`src/rtl/button_event_arbiter_pkg.sv`:
```
// Shared types and helpers for the button event arbiter: FSM states, event
// kinds and the round-robin pick function.
package button_event_arbiter_pkg;

  typedef enum logic {
    ST_IDLE  = 1'b0,
    ST_OFFER = 1'b1
  } arb_state_t;

  localparam logic KIND_PRESS  = 1'b0;
  localparam logic KIND_REPEAT = 1'b1;

  localparam int MAX_BUTTONS = 8;

  // First set request after index 'last', wrapping modulo n; -1 when none.
  function automatic int rr_pick(input logic [MAX_BUTTONS-1:0] req,
                                 input int last,
                                 input int n);
    int idx;
    rr_pick = -1;
    for (int k = 1; k <= MAX_BUTTONS; k++) begin
      if (k <= n) begin
        idx = (last + k) % n;
        if (rr_pick < 0 && req[idx[2:0]]) rr_pick = idx;
      end
    end
  endfunction

endpackage

```
`src/rtl/button_event_arbiter_hold_tracker.sv`:
```
// Per-button edge detector and hold/repeat timer producing a coalescing
// pending flag plus the kind (press/repeat) of the pending event.
module button_hold_tracker
  import button_event_arbiter_pkg::*;
#(
  parameter int unsigned HOLD_CYCLES   = 50000000,
  parameter int unsigned REPEAT_CYCLES = 10000000,
  parameter int unsigned CNT_WIDTH     = 32
) (
  input  logic clk,
  input  logic reset,
  input  logic btn_level,
  input  logic clr,
  output logic pending,
  output logic kind
);

  localparam bit REPEAT_EN = (HOLD_CYCLES != 0);
  localparam logic [CNT_WIDTH-1:0] CNT_LAST =
    CNT_WIDTH'((HOLD_CYCLES == 0) ? 0 : HOLD_CYCLES - 1);
  localparam logic [CNT_WIDTH-1:0] CNT_RELOAD =
    CNT_WIDTH'((HOLD_CYCLES >= REPEAT_CYCLES) ? HOLD_CYCLES - REPEAT_CYCLES : 0);

  logic                 prev;
  logic                 rise;
  logic                 fire;
  logic [CNT_WIDTH-1:0] cnt;

  assign rise = btn_level & ~prev;
  assign fire = REPEAT_EN && btn_level && !rise && (cnt == CNT_LAST);

  always_ff @(posedge clk or negedge reset) begin
    if (!reset) begin
      prev    <= 1'b0;
      cnt     <= '0;
      pending <= 1'b0;
      kind    <= KIND_PRESS;
    end else begin
      prev <= btn_level;

      // Reload on fire keeps the counter from ever passing CNT_LAST.
      if (!btn_level || rise)
        cnt <= '0;
      else if (fire)
        cnt <= CNT_RELOAD;
      else if (REPEAT_EN)
        cnt <= cnt + CNT_WIDTH'(1);

      // New events beat the arbiter's clear; a pending press is never downgraded.
      if (rise) begin
        pending <= 1'b1;
        kind    <= KIND_PRESS;
      end else if (fire) begin
        pending <= 1'b1;
        if (clr || !pending || kind != KIND_PRESS) kind <= KIND_REPEAT;
      end else if (clr) begin
        pending <= 1'b0;
      end
    end
  end

endmodule

```
`src/rtl/button_event_arbiter.sv`:
```
// Round-robin arbiter sharing one valid/ready event channel among the
// per-button hold trackers.
module button_event_arbiter
  import button_event_arbiter_pkg::*;
#(
  parameter int unsigned NUM_BUTTONS   = 4,
  parameter int unsigned ID_WIDTH      = 2,
  parameter int unsigned HOLD_CYCLES   = 50000000,
  parameter int unsigned REPEAT_CYCLES = 10000000,
  parameter int unsigned CNT_WIDTH     = 32
) (
  input  logic                   clk,
  input  logic                   reset,
  input  logic [NUM_BUTTONS-1:0] btn_level,
  input  logic                   evt_ready,
  output logic                   evt_valid,
  output logic [ID_WIDTH-1:0]    evt_id,
  output logic                   evt_repeat,
  output logic [NUM_BUTTONS-1:0] pending
);

  arb_state_t                 state_q, state_d;
  logic [ID_WIDTH-1:0]        last_grant, grant_d;
  logic [ID_WIDTH-1:0]        id_d;
  logic                       valid_d;
  logic                       rep_d;
  logic [NUM_BUTTONS-1:0]     clr;
  logic [NUM_BUTTONS-1:0]     kind;
  int                         pick;

  for (genvar i = 0; i < NUM_BUTTONS; i++) begin : g_btn
    button_hold_tracker #(
      .HOLD_CYCLES   (HOLD_CYCLES),
      .REPEAT_CYCLES (REPEAT_CYCLES),
      .CNT_WIDTH     (CNT_WIDTH)
    ) u_tracker (
      .clk       (clk),
      .reset     (reset),
      .btn_level (btn_level[i]),
      .clr       (clr[i]),
      .pending   (pending[i]),
      .kind      (kind[i])
    );
  end

  always_ff @(posedge clk or negedge reset) begin
    if (!reset) begin
      state_q    <= ST_IDLE;
      evt_valid  <= 1'b0;
      evt_id     <= '0;
      evt_repeat <= KIND_PRESS;
      last_grant <= ID_WIDTH'(NUM_BUTTONS - 1);
    end else begin
      state_q    <= state_d;
      evt_valid  <= valid_d;
      evt_id     <= id_d;
      evt_repeat <= rep_d;
      last_grant <= grant_d;
    end
  end

  always_comb begin
    state_d = state_q;
    valid_d = evt_valid;
    id_d    = evt_id;
    rep_d   = evt_repeat;
    grant_d = last_grant;
    clr     = '0;
    pick    = rr_pick(MAX_BUTTONS'(pending), int'(last_grant), int'(NUM_BUTTONS));

    case (state_q)
      ST_IDLE: begin
        if (pick >= 0) begin
          id_d = ID_WIDTH'(pick);
          for (int i = 0; i < NUM_BUTTONS; i++)
            if (pick == i) rep_d = kind[i];
          valid_d = 1'b1;
          state_d = ST_OFFER;
        end
      end
      ST_OFFER: begin
        // Offer stays frozen until accepted; releases do not withdraw it.
        if (evt_ready) begin
          for (int i = 0; i < NUM_BUTTONS; i++)
            if (evt_id == ID_WIDTH'(i)) clr[i] = 1'b1;
          grant_d = evt_id;
          valid_d = 1'b0;
          state_d = ST_IDLE;
        end
      end
      default: state_d = ST_IDLE;
    endcase
  end

endmodule

```
`config.mk`:
```
export PLATFORM = sky130hd
export DESIGN_NAME = button_event_arbiter
export DESIGN_NICKNAME = d
export VERILOG_FILES = /design/src/rtl/button_event_arbiter_pkg.sv /design/src/rtl/button_event_arbiter_hold_tracker.sv /design/src/rtl/button_event_arbiter.sv
export SDC_FILE = /design/constraint.sdc
export NUM_CORES = 1
export LEC_CHECK = 0
export ABC_AREA = 1
export CORE_ASPECT_RATIO = 1.1
export CORE_MARGIN = 4
export CORE_UTILIZATION = 60
export CTS_CLUSTER_SIZE = 12
export DETAILED_ROUTE_END_ITERATION = 10
export GPL_TIMING_DRIVEN = 0
export HOLD_SLACK_MARGIN = 0.02
export PLACE_DENSITY = 0.77
export SYNTH_ARGS = -nofsm -noshare
export SYNTH_HDL_FRONTEND = slang
export SYNTH_SLANG_ARGS = --single-unit
```
`constraint.sdc`:
```
create_clock -name clk -period 2.5 [get_ports clk]
set_input_delay 0.5 -clock clk [delete_from_list [all_inputs] [get_ports clk]]
set_output_delay 0.5 -clock clk [all_outputs]
set_load 0.05 [all_outputs]
```
Word-level counts from Yosys, hierarchy flattened --
Index checks and enable logic that the tools add are counted.
Operators by class: eq/ne operators 12, bitwise logic cells 13, reduce and logical (&&, ||, !) cells 62, mux-type cells 60, magnitude comparators 8, $add $sub $neg 8
Operators by type and width (count):
- $mux W32 | 12
- $add A32 B1 Y32 const B | 4
- $eq A32 B26 Y1 const B | 4
- $lt A32 B1 Y1 const B | 3
- $eq A32 B3 Y1 const B | 2
- $mux W1 | 40
- $eq A32 B2 Y1 const B | 1
- $ge A32 B1 Y1 const B | 1
- $logic_not A32 Y1 | 1
- $lt A3 B4 Y1 const B | 4
- $reduce_bool A2 Y1 | 8
- $reduce_and A2 Y1 | 7
- $bmux W1 S3 | 4
- $logic_not A1 Y1 | 12
- $logic_or A1 B1 Y1 | 12
- $reduce_bool A3 Y1 | 4
- $logic_and A1 B1 Y1 | 11
- $mux W4 | 2
- $reduce_or A2 Y1 | 4
- $not A1 Y1 | 5
- $add A2 B1 Y2 const B | 2
- $add A2 B2 Y2 const B | 2
- $and A1 B1 Y1 | 4
- $and A1 B1 Y1 const A | 4
- other kinds (7) | 10
Word-level totals: output and inout bits 8, logic and storage cells 184, register bits after elaboration 147, input port bits 7

Longest topological paths before layout --
depth in word-level cells 20, mapped depth 13, mapped depth without buffers 13

Cells and area by module --
Synthesis repeated with hierarchy kept, for this count alone.
Unflattened totals: cells, all modules 1414, area total of the unflattened synthesis 9464.1 um2
Modules (own cells, without submodules):
- button_hold_tracker | cells each 329, area an instance 2205.9 um2, instances 4, sequential area each 875.8 um2
- button_event_arbiter | cells each 98, area an instance 640.6 um2, instances 1, sequential area each 177.7 um2

Worst setup path before layout --
Ideal clock, no wire load.
path kind register to register, start point reg g_btn[0].u_tracker.cnt[0], end point reg g_btn[0].u_tracker.cnt[28], clock period less this slack 1.739 ns, required time 2.373 ns, path buffers 0, library setup time 0.127 ns, stages on the path, launching flop included 12, setup slack 0.761 ns, arrival 1.613 ns, path through dfrtp_1 -> ha_1 -> nand3_2 -> nor2_2 -> nand2_1 -> inv_1 -> nand3_1 -> or2_2 -> nand2_4 -> inv_1 -> o21ai_0 -> nor2_1
On the way: longest elaborated chain between the ends 4, elaborated cells between the ends (all ways) 5, classes of those cells add/sub: 1; eq/ne: 1; mux: 2; reduce/logical: 1
RTL lines:
- start, declared | line button_event_arbiter_hold_tracker.sv:27 | logic [CNT_WIDTH-1:0] cnt;
- start signal, assigned | line button_event_arbiter_hold_tracker.sv:47 | cnt <= cnt + CNT_WIDTH'(1);
- branches (longest 2 deep; another with $add A32 B1 Y32)
- $mux W32 * | line button_event_arbiter_hold_tracker.sv:44 | else if (fire)
- $mux W32 * | line button_event_arbiter_hold_tracker.sv:42 | if (!btn_level || rise)
Every way passes the cells marked *. A chain may end at the register's enable or synchronous reset.

Final worst setup path --
start point reg g_btn[1].u_tracker.pending, end point out pending[1]
RTL lines:
- start, declared | line button_event_arbiter_hold_tracker.sv:14 | output logic pending,
- start signal, assigned | line button_event_arbiter_hold_tracker.sv:36 | pending <= 1'b0;
- start signal, assigned | line button_event_arbiter_hold_tracker.sv:51 | pending <= 1'b1;
- start signal, assigned | line button_event_arbiter_hold_tracker.sv:54 | pending <= 1'b1;
- end, declared | line button_event_arbiter.sv:19 | output logic [NUM_BUTTONS-1:0] pending
No word-level cell between the ends.

==> impl_table.tex <==
\begin{tabular}{lr}
\hline
Metric & Value \\
\hline
\multicolumn{2}{l}{\textbf{Status}} \\
Outcome & finished, final reports clean \\
\multicolumn{2}{l}{\textbf{Critical path}} \\
Kind of launch point of the worst setup path & flop \\
Slowest-stage cell, CP & sky130\_fd\_sc\_hd\_\_clkdlybuf4s50\_1 \\
Delay of the slowest critical-path stage & 0.79 ns \\
Buf+Inv Stages, Crit Path & 2 \\
Required time reported for the critical path endpoint & 2.00 ns \\
CP top delay family & buffers and inverters \\
Endpoint arrival time on the critical path & 1.82 ns \\
CP cell instances & buf\_4 -> clkdlybuf4s50\_1 \\
CP endpoint kind & primary output \\
Largest driver fanout on the critical path & 5 \\
Crit path kind & flop to primary output \\
\multicolumn{2}{l}{\textbf{Pwr}} \\
Total power per unit cell area & 704 nW/um\^{}2 \\
Leakage power total & 0.00395 uW \\
Worst IR Drop VDD & 619 uV \\
\multicolumn{2}{l}{\textbf{Global routing}} \\
Initial antenna violation count & 0 \\
Wire length of the first global-routing pass & 33200 um \\
Number of global-route vias before repair & 7160 \\
Global route total overflow & 0 \\
Pin count of the biggest net entering global routing & 78 \\
Total GRT Usage & 25.4\% \\
\multicolumn{2}{l}{\textbf{Floorplan}} \\
Die outline width & 120 um \\
Num ports & 15 \\
Core Region & 13400 um\^{}2 \\
Area enclosed by the die boundary & 15800 um\^{}2 \\
Floorplan die height & 132 um \\
Rows & 44 \\
Starting density of the core & 62.2\% \\
\multicolumn{2}{l}{\textbf{STA}} \\
Highest attainable clock frequency & 432 MHz \\
Final Slew Violations & 0 \\
Setup clock skew after layout & 0.00804 ns \\
Worst slew pin tran & 0.671 ns \\
Relative slew slack & 55.3\% \\
Share of the clock period used by the worst path & 92.6\% \\
Unrepaired setup endpoints after global routing & false \\
Setup WS post-layout & 0.185 ns \\
Clock period minus final worst setup slack & 2.32 ns \\
Worst slack on hold paths & 0.0613 ns \\
Number of failing setup endpoints in the final timing report & 0 \\
Number of hold violations in the final report & 0 \\
\multicolumn{2}{l}{\textbf{Drt}} \\
Top Metal Used & met4 \\
Vias per std cell & 5.53 \\
Vias after detailed routing & 7441 \\
Post-detailed-route wirelength per cell & 14.2 um \\
Total met2 wirelength after detailed routing & 9170 um \\
Wire length on met3 & 1020 um \\
DRC violations left & 0 \\
Final wirelength & 19100 um \\
DRC marker count from the first detailed-route iteration & 700 \\
Total routed wire length on the met1 layer & 8570 um \\
Number of routed nets with antenna violations & 0 \\
Pre-Repair DR Iteration Count & 6 \\
\multicolumn{2}{l}{\textbf{Logic synthesis}} \\
Portion of the post-synthesis area used by sequential elements & 44.2\% \\
Post-synth EDFFs & 0 \\
Post-synth top area share & 43.6\% \\
Top cells by area in the synthesized netlist & sky130\_fd\_sc\_hd\_\_dfrtp\_1 (44\%), sky130\_fd\_sc\_hd\_\_nand2\_1 (10\%), sky130\_fd\_sc\_hd\_\_inv\_1 (7.4\%), sky130\_fd\_sc\_hd\_\_nor2\_1 (6.8\%), sky130\_fd\_sc\_hd\_\_nor3\_1 (3.7\%) \\
Async SR Flop Fraction & 100\% \\
Post-synth net total & 1125 \\
Synthesized area divided by synthesized cell count & 7.47 um\^{}2 \\
Combined area of all synthesized cells & 8330 um\^{}2 \\
Number of warnings reported in the yosys synthesis log & 0 \\
Dominant register cell in the synthesized netlist & sky130\_fd\_sc\_hd\_\_dfrtp\_1 \\
Count of distinct cell types in the synthesized netlist & 46 \\
Number of storage elements in the synthesis netlist & 147 \\
Gate count of the mapped netlist & 1114 \\
Library cell occupying the most area in the post-synthesis netlist & sky130\_fd\_sc\_hd\_\_dfrtp\_1 \\
\multicolumn{2}{l}{\textbf{Clock network}} \\
Post-CTS setup buffer count & 0 \\
Clock latency on the worst-skew pair & 0.43 ns \\
TritonCTS clock tree & yes \\
Cts repair resizes & 0 \\
Cts bufs inserted & 17 \\
Clock tree root buffer cell & sky130\_fd\_sc\_hd\_\_clkbuf\_16 \\
Hold Buf Count CTS & 0 \\
CTS clk-pin slew, worst paths & 0.06 ns \\
Clk sinks & 147 \\
Worst-case clock buffer depth & 2 \\
Max H-tree Level & 4 \\
\multicolumn{2}{l}{\textbf{Place}} \\
Last weighted congestion value of the routability-driven placer & 0.956 \\
Cell count after placement & 1313 \\
Dpl ws & -0.0870 ns \\
Placement-stage cell area & 8730 um\^{}2 \\
Buffers added on ports & 14 \\
Half-perimeter wire length after placement & 13400 um \\
\multicolumn{2}{l}{\textbf{Final layout}} \\
Fraction of final layout cells sized beyond drive strength 1 & 8.01\% \\
Most common cell after layout, fill and taps aside & sky130\_fd\_sc\_hd\_\_nand2\_1 \\
Share of the core filled with cells & 70.0\% \\
Signed area change from the synthesized netlist to the final layout & 12.5\% \\
Diode insertion count for antenna repair & 0 \\
Final instance area & 9370 um\^{}2 \\
Leading cell types in the layout, fill and taps excluded & sky130\_fd\_sc\_hd\_\_nand2\_1 (228), sky130\_fd\_sc\_hd\_\_inv\_1 (165), sky130\_fd\_sc\_hd\_\_nor2\_1 (150) \\
NumNets Final & 1159 \\
Post-layout instance count excluding filler cells & 1345 \\
\multicolumn{2}{l}{\textbf{Min path}} \\
Worst hold path class & input port to asynchronous set/reset pin \\
\multicolumn{2}{l}{\textbf{Flow run}} \\
Max-cap violation count & 0 \\
\hline
\end{tabular}
-- cell type report --
type                       count  area [um^2]
fill                        1094         4010
multi-input combinational    784         3940
sequential                   147         3680
inverter                     170          639
clock buffer                  18          429
tap                          184          230
clock inverter                14          211
timing repair buffer          15          169
buffer                        13         66.3
-- logic make-up (layout without fill, tap and decap cells) --
logic type / after synthesis / in the layout / synth area share [%]
compound gates: 108 / 108 / 7.08
xor+xnor: 38 / 38 / 4.00
fa+ha+maj: 4 / 4 / 0.601
simple gates: 634 / 634 / 35.6
flops: 147 / 147 / 44.2
buf+inv: 183 / 230 / 8.47
-- report_power, final --
part | internal, uW | leakage [uW] | switching (uW)
clock network | 1760 | 0.000298 | 1010
logic | 385 | 0.00165 | 838
registers | 2490 | 0.00201 | 106
total | 4630 | 0.00395 | 1960
-- through the flow --
| step | total power, uW | TNS [ns] |
|---|---|---|
| floorplan | 3470 | 0 |
| global placement | 3810 | -715.97 |
| detailed placement | 3830 | -0.591 |
| CTS | 6610 | 0 |
| global route | 6890 | 0 |
| finish | 6590 | 0 |
-- flip-flops by register name (all words and copies together), names as in the netlist --
signal / cells
state_q: 1
g_btn.u_tracker.pending: 4
g_btn.u_tracker.cnt: 128
evt_repeat: 1
evt_valid: 1
g_btn.u_tracker.prev: 4
last_grant: 2
evt_id: 2
g_btn.u_tracker.kind: 4
-- synthesized netlist by cell type, types with 11 or more instances --
master,count
sky130_fd_sc_hd__nor4_1,26
sky130_fd_sc_hd__a21oi_1,48
sky130_fd_sc_hd__nor2_1,150
sky130_fd_sc_hd__xor2_1,27
sky130_fd_sc_hd__nand3_1,57
sky130_fd_sc_hd__nand4_1,43
sky130_fd_sc_hd__or2_2,17
sky130_fd_sc_hd__dfrtp_1,145
sky130_fd_sc_hd__xnor2_1,11
sky130_fd_sc_hd__nor3_1,62
sky130_fd_sc_hd__o21ai_0,37
sky130_fd_sc_hd__inv_1,165
sky130_fd_sc_hd__nand2_1,228
-- layer usage --
layer  track usage [%]  up-vias
li1                  -     3691
met1              34.6     3478
met2              40.9      234
met3              4.34       38
met4              9.63        0
met5                 0        -
-- final timing paths --
check	endpoint	cells past startpoint	startpoint	slack, ns
max in group asynchronous	last_grant[1]	2	reset	1.63
min in group clk	g_btn[1].u_tracker.kind	2	g_btn[1].u_tracker.prev	0.52
worst min register to register	g_btn[1].u_tracker.kind	2	g_btn[1].u_tracker.prev	0.52
worst min-delay path	g_btn[0].u_tracker.cnt[8]	1	reset	0.06
worst max-delay path	pending[1]	2	g_btn[1].u_tracker.pending	0.18
worst max register to register	g_btn[1].u_tracker.cnt[26]	12	g_btn[1].u_tracker.cnt[0]	0.31
Note: power is estimated with default switching activity, not from simulation.
==> RTL edit 1 (config.mk and constraints unchanged) <==
Change the parameter `ID_WIDTH` from 2 to 3.
--- a/src/rtl/button_event_arbiter.sv
+++ b/src/rtl/button_event_arbiter.sv
@@ -4,7 +4,7 @@
   import button_event_arbiter_pkg::*;
 #(
   parameter int unsigned NUM_BUTTONS   = 4,
-  parameter int unsigned ID_WIDTH      = 2,
+  parameter int unsigned ID_WIDTH      = 3,
   parameter int unsigned HOLD_CYCLES   = 50000000,
   parameter int unsigned REPEAT_CYCLES = 10000000,
   parameter int unsigned CNT_WIDTH     = 32
Ports: changed (resized evt_id); port bits go from 15 to 16. The function was not compared with the original's and may differ.
==> RTL edit 1 against the unedited design <==
- sequential cell count up 1
- largest cell class unchanged
- global-route usage fell by 0.54 points
- largest power group unchanged
- count of clock-buffer cells in the layout grew 2
- area after synthesis is 0.21% lower
- synthesized cell count grew 0.72%
- total power down 0.44%
- hold slack improved by 0.0088 ns
- worst setup slack worse by 0.015 ns
- wire length shrank 3.2%
- design area down 0.11%
- critical endpoint is now pending[3]
- non-clock buffer count is the same
- utilization is 0.075 points lower
- maximum frequency is 0.66% lower
==> RTL edit 1: results (changes against the unedited design) <==
* Fill cells at 1105 (+1.0%)
* Overall routed net length at 18500 µm (-3.2%)
* Synth cell types at 42 (-8.7%)
* Total power at 6560 µW (-0.44%)
* Nets at 1168 (+0.78%)
* Outcome: finished clean
* Logic power comb at 1280 µW (+5%)
* Post-synthesis xor/xnor area fraction at 2.64% (-1.4 points)
* Cell Count, Final, Fillers Out at 1352 (+0.52%)
* Compound-cell area share of the yosys netlist at 7.18% (+0.11 points)
* Clock Power at 2690 µW (-3%)
* Leak at 0.00398 µW (+0.60%)
* Register area at 3710 µm² (+0.68%)
* Top cells by area, synth: dfrtp_1, nand2_1, inv_1
* Drt pass-1 iters at 5 (-1)
* Slew margin rel. at 53.4% (-1.9 points)
* PortBufs at 15 (+1)
* Half-perimeter wire length after placement at 13400 µm (-0.20%)
* First-pass GRT wire length at 32400 µm (-2.4%)
* RD Place Congestion at 0.925 (-3.3%)
* Final Skew at 0.00624 ns (-0.00180 ns)
* DP Worst Slack at -0.395 ns (-0.308 ns)
* Commonest cells post-synth: nand2_1, inv_1, nor2_1
* CP startpoint: g_btn[3].u_tracker.pending$_DFFE_PN0P_
* DRT iter0 DRCs at 646 (-7.7%)
* Inst Count DP at 1322 (+0.69%)
* Sequential fraction of the synthesis area at 44.6% (+0.39 points)
-- RTL edit 1: changes by cell type in the layout (fill, tap and decap cells not counted), sizes merged, moves of 7 or more --
cell   delta
xor2      -8
nor3     +10
nand3    +10
nand4     -8
nand2    +12
nor4      -7
o21ai     -7
-- RTL edit 1: timing repair --
item / in CTS / in global routing
gates resized for setup: 0 / 4
hold buffers: 0 / 0
setup buffers: 0 / 0
endpoints found under the setup margin: 0 / 10
-- RTL edit 1: path summary, 6_finish.rpt --
check	endpoint	slack [ns]	cells past startpoint
min reg2reg	g_btn[2].u_tracker.cnt[15]$_DFF_PN0_	0.51	1
max	pending[3]	0.17	2
max reg2reg	g_btn[3].u_tracker.cnt[5]$_DFF_PN0_	0.25	13
min in group clk	g_btn[2].u_tracker.cnt[15]$_DFF_PN0_	0.51	1
min	g_btn[2].u_tracker.cnt[26]$_DFF_PN0_	0.07	1
max in group asynchronous	g_btn[1].u_tracker.cnt[31]$_DFF_PN0_	1.63	2
-- RTL edit 1: logic make-up (layout without fill, tap and decap cells) --
logic type                 count (synthesis)  after routing
and+or+nand+nor                          653            653
buffers and inverters                    184            230
xor gates and xnor gates                  25             25
AOI/OAI and AO/OA                        108            108
DFF                                      148            148
adders and majority gates                  4              4
-- RTL edit 1: metal layers --
layer  vias to the layer above  GRT usage, %  routed length, µm  share of wire, %
met5                         -             0                  0                 0
met4                         0          9.23                405               2.2
met3                        39          4.51                892               4.8
met2                       185          38.6               8590                46
met1                      3473          35.0               8640                47
li1                       3722             -                  -                 -
-- RTL edit 1: layout make-up --
cell class	instances	share of cell area, %
inverters	172	6.94
well taps	184	2.46
clock buffers	20	4.99
repair buffers	16	1.91
multi-input cells	790	41.7
plain buffers	12	0.762
flip-flops and latches	148	39.6
clock inverters	10	1.66
==> RTL edit 2 (same settings) <==
Made on the original files. Make the reset (`reset`) synchronous in 2 clocked blocks.
--- a/src/rtl/button_event_arbiter_hold_tracker.sv
+++ b/src/rtl/button_event_arbiter_hold_tracker.sv
@@ -29,7 +29,7 @@
   assign rise = btn_level & ~prev;
   assign fire = REPEAT_EN && btn_level && !rise && (cnt == CNT_LAST);
 
-  always_ff @(posedge clk or negedge reset) begin
+  always_ff @(posedge clk) begin
     if (!reset) begin
       prev    <= 1'b0;
       cnt     <= '0;
--- a/src/rtl/button_event_arbiter.sv
+++ b/src/rtl/button_event_arbiter.sv
@@ -43,7 +43,7 @@
     );
   end
 
-  always_ff @(posedge clk or negedge reset) begin
+  always_ff @(posedge clk) begin
     if (!reset) begin
       state_q    <= ST_IDLE;
       evt_valid  <= 1'b0;
Formal check against the unedited RTL: differs if reset is asserted again (counterexample within 4 cycles, from zero or initial values and one cycle with reset low); with reset held inactive, the same outputs for 4 cycles.
==> RTL edit 2 against the unedited design <==
- wire length decreased by 6.4%
- area after synthesis decreased by 6.1%
- worst setup slack improved by 0.046 ns
- design area decreased by 6.0%
- critical endpoint is now pending[3]
- synthesized cell count increased by 3.1%
- via count about the same
- sequential cell count unchanged
Power is not compared: it rests on default switching activity, and its combinational part moved more than twofold at a synthesized area within 25%.
==> RTL edit 2: results (changes against the unedited design) <==
* Outcome: finished clean
* Leak at 0.00289 µW
* Synth Instances at 1148 (+3.1%)
* Vias in the first global route at 6908 (-3.5%)
* Final Skew at 0.00527 ns (-0.00276 ns)
* Slowest library cell on the worst path: clkdlybuf4s50_1
* Max stage delay on crit path at 0.79 ns (about the same)
* M1 WL at 8060 µm (-6.0%)
* Overall routed net length at 17900 µm (-6.4%)
* DRT iter0 DRCs at 505 (-28%)
* Critical Path AT at 1.77 ns (-0.05 ns)
* CP startpoint: g_btn[3].u_tracker.pending$_SDFFE_PN0P_
* Htree depth at 4 (unchanged)
* Half-perimeter wire length after placement at 13200 µm (-1.3%)
* Yosys warnings at 0 (unchanged)
* Largest net degree at the start of global routing at 17 (-78%)
* Slew margin rel. at 62.0% (+6.7 points)
* CTS Root Cell: clkbuf_16
* Worst R2R Start: g_btn[3].u_tracker.cnt[0]$_SDFF_PP0_
* Drt pass-1 iters at 6 (unchanged)
* N_diodes at 0 (unchanged)
* Later-pin clock latency in the skew report at 0.43 ns (about the same)
* Int Power at 4380 µW
* Commonest cells post-synth: nand2_1, inv_1, nor2_1
* CP max FO at 4 (-1)
* Sequential fraction of the synthesis area at 37.6% (-6.6 points)
* Highest Signal Layer: met4
* Fraction of layout cells with a size suffix above 1 at 9.64% (+1.6 points)
* RD Place Congestion at 0.913 (-4.5%)
* Cts repair resizes at 0 (unchanged)
* HP Start: g_btn[3].u_tracker.cnt[0]$_SDFF_PP0_
* Peak VDD IR at 0.000462 V
* Top cells by area, synth: dfxtp_1, nand2_1, inv_1
* First-pass GRT wire length at 30700 µm (-7.6%)
* Total clock buffers created by CTS at 17 (unchanged)
* Reg clk slew, reported paths at 0.06 ns (about the same)
* Synth cell types at 41 (-11%)
* Async SR Flop Fraction at 0% (-100 points)
* PortBufs at 13 (-1)
* Initial antenna violation count at 0 (unchanged)
* Wire length on met2 at 8670 µm (-5.4%)
* Hold Crit Class: flip-flop to flip-flop
* Largest reg by FF count: g_btn.u_tracker.cnt
* Max FFs per register at 128 (unchanged)
* Met3 routed WL at 782 µm (-23%)
* Nets at 1191 (+2.8%)
* Bufs on Longest Clock Path at 2 (unchanged)
* Post-CTS setup buffer count at 0 (unchanged)
* Inst Count DP at 1318 (+0.38%)
* WL/cell at 13.3 µm (-6.7%)
* Vias per cell at 5.51 (-0.41%)
* Gr usage total at 25.2% (-0.22 points)
-- RTL edit 2: changes by cell type after synthesis, moves of 9 or more --
| cell | change |
|---|---|
| dfrtp_1 | -145 |
| a21oi_1 | +25 |
| nand2_1 | +19 |
| xor2_1 | -9 |
| o21ai_0 | -16 |
| dfxtp_1 | +147 |
-- RTL edit 2: power by group through the flow --
| stage | clock, µW | sequential, µW | combinational [µW] |
|---|---|---|---|
| 3_3_place_gp | 0 | 2470 | 387 |
| 2_1_floorplan | 0 | 2510 | 228 |
| 3_5_place_dp | 0 | 2470 | 391 |
| 6_report | 2850 | 2420 | 394 |
| 4_1_cts | 2870 | 2420 | 395 |
| 5_1_grt | 2970 | 2420 | 439 |
-- RTL edit 2: cells by family (layout without fill, tap and decap cells) --
logic type	count (synthesis)	after routing	share of synthesized area (%)
AOI/OAI and AO/OA	117	117	8.03
xor gates and xnor gates	25	25	2.80
adders and majority gates	4	4	0.640
buffers and inverters	177	222	9.26
DFF	147	147	37.6
and+or+nand+nor	678	678	41.6
-- RTL edit 2: worst max-delay path: cells and delay by family (launching register included) --
| kind | cells | cell delay, ns |
|---|---|---|
| flip-flops | 1 | 0.41 |
| buffers and inverters | 2 | 0.93 |
-- RTL edit 2: metal layers --
| layer | GRT usage [%] | up-vias |
|---|---|---|
| met3 | 5.15 | 36 |
| met4 | 9.45 | 0 |
| li1 | - | 3839 |
| met5 | 0 | - |
| met1 | 32.0 | 3392 |
| met2 | 41.9 | 171 |
-- RTL edit 2: path summary, 6_finish.rpt --
| path | to | cells after the start | slack, ns |
|---|---|---|---|
| max | pending[3] | 2 | 0.23 |
| min | g_btn[3].u_tracker.cnt[0]$_SDFF_PP0_ | 1 | 0.45 |
| max reg2reg | g_btn[3].u_tracker.cnt[6]$_SDFF_PP0_ | 11 | 0.35 |
| min reg2reg | g_btn[3].u_tracker.cnt[0]$_SDFF_PP0_ | 1 | 0.45 |
-- RTL edit 2: through the flow --
stage	cell area [µm²]	setup slack, ns	util (%)	hold slack, ns
after CTS	8810	0.219	69.4	0.452
after floorplan	7820	0.822	-	0.417
after global routing	8810	0.134	69.4	0.487
after detailed placement	8150	0.193	64.2	0.440
final	8810	0.231	69.4	0.448
after global placement	8150	0.215	64.2	0.431
-- RTL edit 2: layout make-up --
class | count | area [µm²]
buffer | 16 | 120
sequential | 147 | 2940
timing repair buffer | 13 | 130
fill | 1102 | 3890
tap | 157 | 196
clock inverter | 9 | 174
multi-input combinational | 824 | 4150
inverter | 161 | 604
clock buffer | 23 | 488
